[src/rtl/pipe_ctrl_pkg.sv]
// Shared types and constants for the pipeline stall/flush controller.
package pipe_ctrl_pkg;

  localparam int unsigned CNT_W_DEF = 6;
  localparam int unsigned STALL_W   = 6;
  localparam int unsigned PC_W      = 32;
  localparam int unsigned SCNT_W    = 32;

  // Bit i holds stage i; a set bit with a clear bit above it inserts a bubble.
  typedef logic [STALL_W-1:0] stall_bus_t;

  localparam stall_bus_t STALL_NONE = 6'b000000;
  localparam stall_bus_t STALL_ID   = 6'b000111;
  localparam stall_bus_t STALL_EX   = 6'b001111;

  typedef enum logic [0:0] {
    ST_IDLE = 1'b0,
    ST_BUSY = 1'b1
  } state_e;

endpackage

[src/rtl/pipe_ctrl_mc_timer.sv]
// Load/decrement counter sequencing a multi-cycle EX op; done flags the last cycle.
module mc_timer
  import pipe_ctrl_pkg::*;
#(
  parameter int unsigned CNT_W = CNT_W_DEF
) (
  input  logic             clk,
  input  logic             rst,
  input  logic             clr,
  input  logic             load,
  input  logic [CNT_W-1:0] load_val,
  input  logic             dec,
  output logic [CNT_W-1:0] cnt,
  output logic             done
);

  logic [CNT_W-1:0] cnt_q;
  logic [CNT_W-1:0] cnt_d;

  always_comb begin
    cnt_d = cnt_q;
    if (clr) begin
      cnt_d = '0;
    end else if (load) begin
      cnt_d = load_val;
    end else if (dec && (cnt_q != '0)) begin
      cnt_d = cnt_q - CNT_W'(1);
    end
  end

  always_ff @(posedge clk) begin
    if (rst) begin
      cnt_q <= '0;
    end else begin
      cnt_q <= cnt_d;
    end
  end

  assign cnt  = cnt_q;
  assign done = (cnt_q == CNT_W'(1));

endmodule

[src/rtl/pipe_ctrl.sv]
// Pipeline stall/flush controller: priority flush > multi-cycle EX > load-use stall.
module pipe_ctrl
  import pipe_ctrl_pkg::*;
#(
  parameter int unsigned CNT_W = CNT_W_DEF
) (
  input  logic                clk,
  input  logic                rst,
  input  logic                stallreq_id,
  input  logic                mc_start,
  input  logic [CNT_W-1:0]    mc_len,
  input  logic                flush_req,
  input  logic [PC_W-1:0]     flush_pc,
  output logic [STALL_W-1:0]  stall,
  output logic                flush,
  output logic [PC_W-1:0]     new_pc,
  output logic                mc_busy,
  output logic                mc_done,
  output logic [SCNT_W-1:0]   stall_cnt
);

  state_e            state_q;
  state_e            state_d;
  logic [SCNT_W-1:0] stall_cnt_q;
  logic [SCNT_W-1:0] stall_cnt_d;

  logic              tmr_clr;
  logic              tmr_load;
  logic              tmr_dec;
  logic [CNT_W-1:0]  tmr_load_val;
  logic [CNT_W-1:0]  tmr_cnt;
  logic              tmr_done;

  mc_timer #(.CNT_W(CNT_W)) u_mc_timer (
    .clk      (clk),
    .rst      (rst),
    .clr      (tmr_clr),
    .load     (tmr_load),
    .load_val (tmr_load_val),
    .dec      (tmr_dec),
    .cnt      (tmr_cnt),
    .done     (tmr_done)
  );

  // Lengths 0 and 1 are stretched to 2 so every op gets at least one BUSY cycle.
  assign tmr_load_val = (mc_len < CNT_W'(2)) ? CNT_W'(1) : (mc_len - CNT_W'(1));

  always_comb begin
    state_d  = state_q;
    stall    = STALL_NONE;
    flush    = 1'b0;
    new_pc   = '0;
    mc_done  = 1'b0;
    tmr_clr  = 1'b0;
    tmr_load = 1'b0;
    tmr_dec  = 1'b0;
    if (rst) begin
      state_d = ST_IDLE;
    end else if (flush_req) begin
      flush   = 1'b1;
      new_pc  = flush_pc;
      state_d = ST_IDLE;
      tmr_clr = 1'b1;
    end else begin
      unique case (state_q)
        ST_IDLE: begin
          if (mc_start) begin
            stall    = STALL_EX;
            tmr_load = 1'b1;
            state_d  = ST_BUSY;
          end else if (stallreq_id) begin
            stall = STALL_ID;
          end
        end
        ST_BUSY: begin
          tmr_dec = 1'b1;
          if (tmr_done) begin
            mc_done = 1'b1;
            state_d = ST_IDLE;
            stall   = stallreq_id ? STALL_ID : STALL_NONE;
          end else begin
            stall = STALL_EX;
          end
        end
        default: state_d = ST_IDLE;
      endcase
    end
  end

  always_comb begin
    stall_cnt_d = stall_cnt_q;
    if ((stall != STALL_NONE) && (stall_cnt_q != '1)) begin
      stall_cnt_d = stall_cnt_q + SCNT_W'(1);
    end
  end

  always_ff @(posedge clk) begin
    if (rst) begin
      state_q     <= ST_IDLE;
      stall_cnt_q <= '0;
    end else begin
      state_q     <= state_d;
      stall_cnt_q <= stall_cnt_d;
    end
  end

  assign mc_busy   = !rst && (state_q == ST_BUSY);
  assign stall_cnt = stall_cnt_q;

  logic unused_cnt;
  assign unused_cnt = ^tmr_cnt;

endmodule
[config.mk]
export PLATFORM = sky130hd
export DESIGN_NAME = pipe_ctrl
export DESIGN_NICKNAME = d
export VERILOG_FILES = /design/src/rtl/pipe_ctrl_pkg.sv /design/src/rtl/pipe_ctrl_mc_timer.sv /design/src/rtl/pipe_ctrl.sv
export SDC_FILE = /design/constraint.sdc
export NUM_CORES = 1
export LEC_CHECK = 0
export ABC_CLOCK_PERIOD_IN_PS = 2800
export BUFFER_PORTS_ARGS = -buffer_cell sky130_fd_sc_hd__buf_4
export CORE_MARGIN = 4
export CORE_UTILIZATION = 47
export DETAILED_ROUTE_END_ITERATION = 8
export PLACE_DENSITY_LB_ADDON = 0.2
export SYNTH_ARGS = -nofsm -noshare
export SYNTH_HDL_FRONTEND = slang
export SYNTH_SLANG_ARGS = --single-unit
[constraint.sdc]
create_clock -name clk -period 2.8 [get_ports clk]
set_input_delay 0.56 -clock clk [delete_from_list [all_inputs] [get_ports clk]]
set_output_delay 0.56 -clock clk [all_outputs]
set_load 0.01 [all_outputs]
=== After elaboration in Yosys (flattened, before gate mapping) ===
Index checks and enable logic that the tools add are counted.

* Flip-flop bits (word level): 39
* Input bits: 43
* Output and inout bits: 73
* Logic and storage cells: 45

* Add/subtract/negate cells: 3
* $lt $le $gt $ge: 1
* Eq/ne operators: 2
* Multiplexer cells: 26
* Bitwise gates (word level): 1
* Reduce and logical (&&, ||, !) cells: 9

{| class="wikitable"
|+ Operators with widths
! operator !! number
|-
| $mux W32 || 2
|-
| $mux W6 || 6
|-
| $add A32 B1 Y32 const B || 1
|-
| $ne A32 B32 Y1 const B || 1
|-
| $mux W1 || 14
|-
| $pmux W6 S2 || 1
|-
| $reduce_bool A6 Y1 || 2
|-
| $sub A6 B1 Y6 const B || 2
|-
| $eq A6 B1 Y1 const B || 1
|-
| $lt A6 B2 Y1 const B || 1
|-
| $mux W4 || 1
|-
| $reduce_or A2 Y1 || 2
|-
| $logic_and A1 B1 Y1 || 3
|-
| $mux W3 || 1
|-
| $pmux W1 S2 || 1
|-
| $reduce_bool A2 Y1 || 1
|-
| $logic_not A1 Y1 || 1
|-
| $not A1 Y1 || 1
|}

=== Depth between registers and ports, before layout ===
* Depth in word-level cells: 7
* Depth in mapped cells: 10
* Depth with buffers taken out: 8

=== Modules after synthesis ===
Synthesis repeated with hierarchy kept, for this count alone.

* Cells, all modules: 315
* Area total of the unflattened synthesis: 2,503.7 um2

{| class="wikitable"
|+ Modules (own cells, without submodules)
! module !! times used !! cells each !! area each (um2) !! seq. area each (um2)
|-
| pipe_ctrl || 1 || 270 || 2,133.3 || 660.6
|-
| mc_timer || 1 || 45 || 370.4 || 120.1
|}

=== Least setup slack after synthesis ===
Ideal clock, no wire load.

* Path kind: register to register
* Start point: register stall_cnt_q[0] (netlist: stall_cnt[0])
* End point: register stall_cnt_q[1] (netlist: stall_cnt[1])
* Data arrival time: 2.152 ns
* Data required time: 2.672 ns
* Slack: 0.520 ns
* Stages on the path, launching flop included: 9
* Path buffers: 2
* Period minus slack after synthesis: 2.280 ns
* Cell sequence: dfxtp_1 > ha_1 > nand3_1 > or4_4 > o31ai_4 > buf_6 > buf_12 > mux2i_1 > nor2_1

* Cells in the longest elaborated chain, start to end: 2
* Elaborated cells between the ends (all ways): 3
* Those cells by class: 1 x add/sub; 1 x eq/ne; 1 x reduce/logical

{| class="wikitable"
|+ Ends and longest elaborated chain
! element !! RTL line !! source
|-
| start: declaration || pipe_ctrl.sv:24 || <nowiki>logic [SCNT_W-1:0] stall_cnt_q;</nowiki>
|-
| start signal: assignment || pipe_ctrl.sv:103 || <nowiki>stall_cnt_q <= stall_cnt_d;</nowiki>
|-
| branches (longest 2 deep; another with $add A32 B1 Y32) || n/a ||
|}

Several ways; the timed one is not identified.
A chain may end at the register's enable or synchronous reset.

=== Worst setup path in the final report ===
Same ends and word-level chain as after synthesis.

==> impl_metrics.env <==
export IMPL_final_util=0.681
export IMPL_synth_area_um2=2530
export IMPL_worstHoldPathType="reg2reg"
export IMPL_avgSynthCellArea_um2=7.96
export IMPL_clk_pin_slew_worst_paths_ns=0.08
export IMPL_drive_above_1_share=0.372
export IMPL_outcome="finished clean"
export IMPL_routed_wl_mm=6.79
export IMPL_critPathKind="reg2reg"
export IMPL_finalWorstSetupSlack_ns=0.340
export IMPL_ys_seq_elements=39
export IMPL_tns_ns=0
export IMPL_fp_row_count=26
export IMPL_die_y_um=81.4
export IMPL_ctsResizeCount=0
export IMPL_sw_frac_of_total=0.222
export IMPL_min_period_over_period=0.878
export IMPL_vias=2754
export IMPL_htreeDepth=2
export IMPL_dp_cells=492
export IMPL_wl_per_cell_um=13.6
export IMPL_nets=476
export IMPL_grt_pass1_wl_mm=11.1
export IMPL_slew_viol_final=0
export IMPL_grt_pass1_vias=2662
export IMPL_root_buffer="clkbuf_8"
export IMPL_crit_fanout=22
export IMPL_critical_path_top_delay_family="simple AND/OR/NAND/NOR gates"
export IMPL_met2_usage=0.367
export IMPL_clock_sinks=39
export IMPL_grt_util_met1=0.240
export IMPL_syn2layout_area_growth_pct=39.2
export IMPL_p_leak_nw=1.44
export IMPL_cp_buffers_inverters=1
export IMPL_fin_hold_ws_ns=0.501
export IMPL_power_frac_comb=0.142
export IMPL_peakVddDrop_mv=0.174
export IMPL_place_gp_congestion=0.848
export IMPL_path_cells="ha_1, nand3_1, or4_4, o31ai_4, buf_4, mux2i_1, nor2_1"
export IMPL_clkLatencyLatePin_ns=0.29
export IMPL_drc=0
export IMPL_grt_use_met3=0.0632
export IMPL_grt_use_total=0.211
export IMPL_synthCells=318
export IMPL_slowest_stage="or4_4"
export IMPL_ctsHoldBuffers=0
export IMPL_finalSetupViolCount=0
export IMPL_cp_required_ns=2.98
export IMPL_yosysSeqAreaShare=0.308
export IMPL_powerDensity_nw_per_um2=371
export IMPL_dp_slack_ns=0.358
export IMPL_clock_path_buffers=2
export IMPL_pwr_share_seq=0.433
export IMPL_antennaDiodeCount=0
export IMPL_max_slew_margin=0.609
export IMPL_p_sw_uw=290
export IMPL_rrSetupSlack_ns=0.34
export IMPL_cts_tree="done"
export IMPL_yosysWarnings=0
export IMPL_skew_ns=0.00812
export IMPL_cts_setup_buffers=0
export IMPL_maxCapViolCount=0
export IMPL_p_int_mw=1.02
export IMPL_finalHoldViolCount=0
export IMPL_rsz0062_at_grt="false"
export IMPL_dp_hpwl_mm=5.31
export IMPL_synth_edf_count=0
export IMPL_dieArea_um2=6620
export IMPL_core_area_um2=5170
export IMPL_endpoint_kind="register"
export IMPL_synth_ff_type="dfxtp_1"
export IMPL_ys_async_sr_fraction=0
export IMPL_critPathLaunchType="register"
export IMPL_antenna_found_initial=0
export IMPL_cp_slowest_stage_delay_ns=0.63
export IMPL_fin_cells=500
export IMPL_period_minus_slack_ns=2.46
export IMPL_p_clk_frac=0.425
export IMPL_die_width_um=81.4
export IMPL_fmax_mhz=407
export IMPL_io_buffers=113
export IMPL_grt_busiest_layer="met2"
export IMPL_ant_nets=0
export IMPL_numCtsBuffers=5
export IMPL_dr_first_iter_drc_count=97
export IMPL_synth_cell_types=57
export IMPL_grt_max_degree=40
export IMPL_globalRoute_totalOverflow=0
export IMPL_worstMarginPinSlew_ns=0.582
export IMPL_worst_ep_arrival_time_ns=2.64
export IMPL_initial_core_util=0.489
export IMPL_ios=116
export IMPL_drt_pass1_iter_count=4
export IMPL_vias_per_cell=5.51
==> power by group through the flow <==
stage / registers [mW] / clock network, mW / logic [mW]
5_1_grt: 0.566 / 0.597 / 0.204
2_1_floorplan: 0.576 / 0 / 0.0982
4_1_cts: 0.565 / 0.565 / 0.187
3_3_place_gp: 0.578 / 0 / 0.183
3_5_place_dp: 0.578 / 0 / 0.187
6_report: 0.565 / 0.556 / 0.186
==> layout by cell type, fill, tap and decap left out, types with 5 or more instances in the layout <==
| cell | n |
|---|---|
| a21oi_1 | 29 |
| dfxtp_1 | 39 |
| buf_4 | 121 |
| nor2_1 | 16 |
| nand2_1 | 24 |
| nand3_1 | 8 |
| and2_1 | 32 |
| o21ai_0 | 23 |
| or3_1 | 13 |
| clkbuf_8 | 5 |
| nor2b_1 | 6 |
| o31ai_1 | 7 |
| inv_1 | 9 |
| nor3_1 | 12 |
| nand4_1 | 8 |
| or3_2 | 12 |
==> final timing paths <==
kind                                    from                         end  cells past startpoint
hold reg to reg   stall_cnt[29]$_SDFFE_PP0P_  stall_cnt[29]$_SDFFE_PP0P_                      2
setup / recovery   stall_cnt[0]$_SDFFE_PP0P_   stall_cnt[1]$_SDFFE_PP0P_                      7
hold / removal    stall_cnt[29]$_SDFFE_PP0P_  stall_cnt[29]$_SDFFE_PP0P_                      2
setup reg to reg   stall_cnt[0]$_SDFFE_PP0P_   stall_cnt[1]$_SDFFE_PP0P_                      7
==> per-layer routing <==
metal,part of all wire,vias up
li1,-,1372
met2,0.50,102
met3,0.078,14
met1,0.40,1266
met4,0.023,0
met5,0,-
==> cells in the mapped netlist (4+ instances only) <==
cell      count  share of area
or3_2        12          0.036
and2_1       32          0.079
nor2_1       16          0.024
o21ai_0      23          0.045
nand4_1       8          0.020
or4_1         4          0.012
a21oi_1      29          0.057
or3_1        13          0.032
inv_1         9          0.013
o31ai_1       7          0.021
nor3_1       12          0.024
dfxtp_1      39           0.31
xnor2_1       4          0.014
nor2b_1       6          0.015
clkbuf_1      7          0.010
or4_2         4          0.014
nand2_1      24          0.036
ha_1          4          0.020
buf_4         4          0.012
nand3_1       8          0.016
==> worst reg2reg max path: stages, from the launching register on <==
cell,delay [ns]
dfxtp_1,0.42
ha_1,0.20
nand3_1,0.19
or4_4,0.63
o31ai_4,0.36
buf_4,0.29
mux2i_1,0.20
nor2_1,0.05
==> cell type report <==
cell class	instances	area [um2]
fillers	444	1650
multi-input cells	252	1580
repair buffers	121	908
flip-flops and latches	39	781
well taps	70	87.6
clock buffers	6	72.6
clock inverters	2	60.1
inverters	10	37.5
==> through the flow <==
stage               area (um2)  total power, mW
finish                    3520             1.31
global route              3520             1.37
CTS                       3520             1.32
detailed placement        3390            0.764
global placement          3390            0.761
floorplan                 2530            0.674
==> flip-flops by register name, indices dropped and copies added, names as in the netlist <==
register,count
state_q,1
u_mc_timer.cnt,6
stall_cnt,32
==> logic make-up after synthesis <==
group,count (synthesis),synth area share
compound gates,76,0.188
other cells,1,0.00148
mux,4,0.0173
xor+xnor,6,0.0208
fa+ha+maj,4,0.0198
flops,39,0.308
buf+inv,28,0.0702
simple gates,160,0.374
Note: power is estimated with default switching activity, not from simulation.
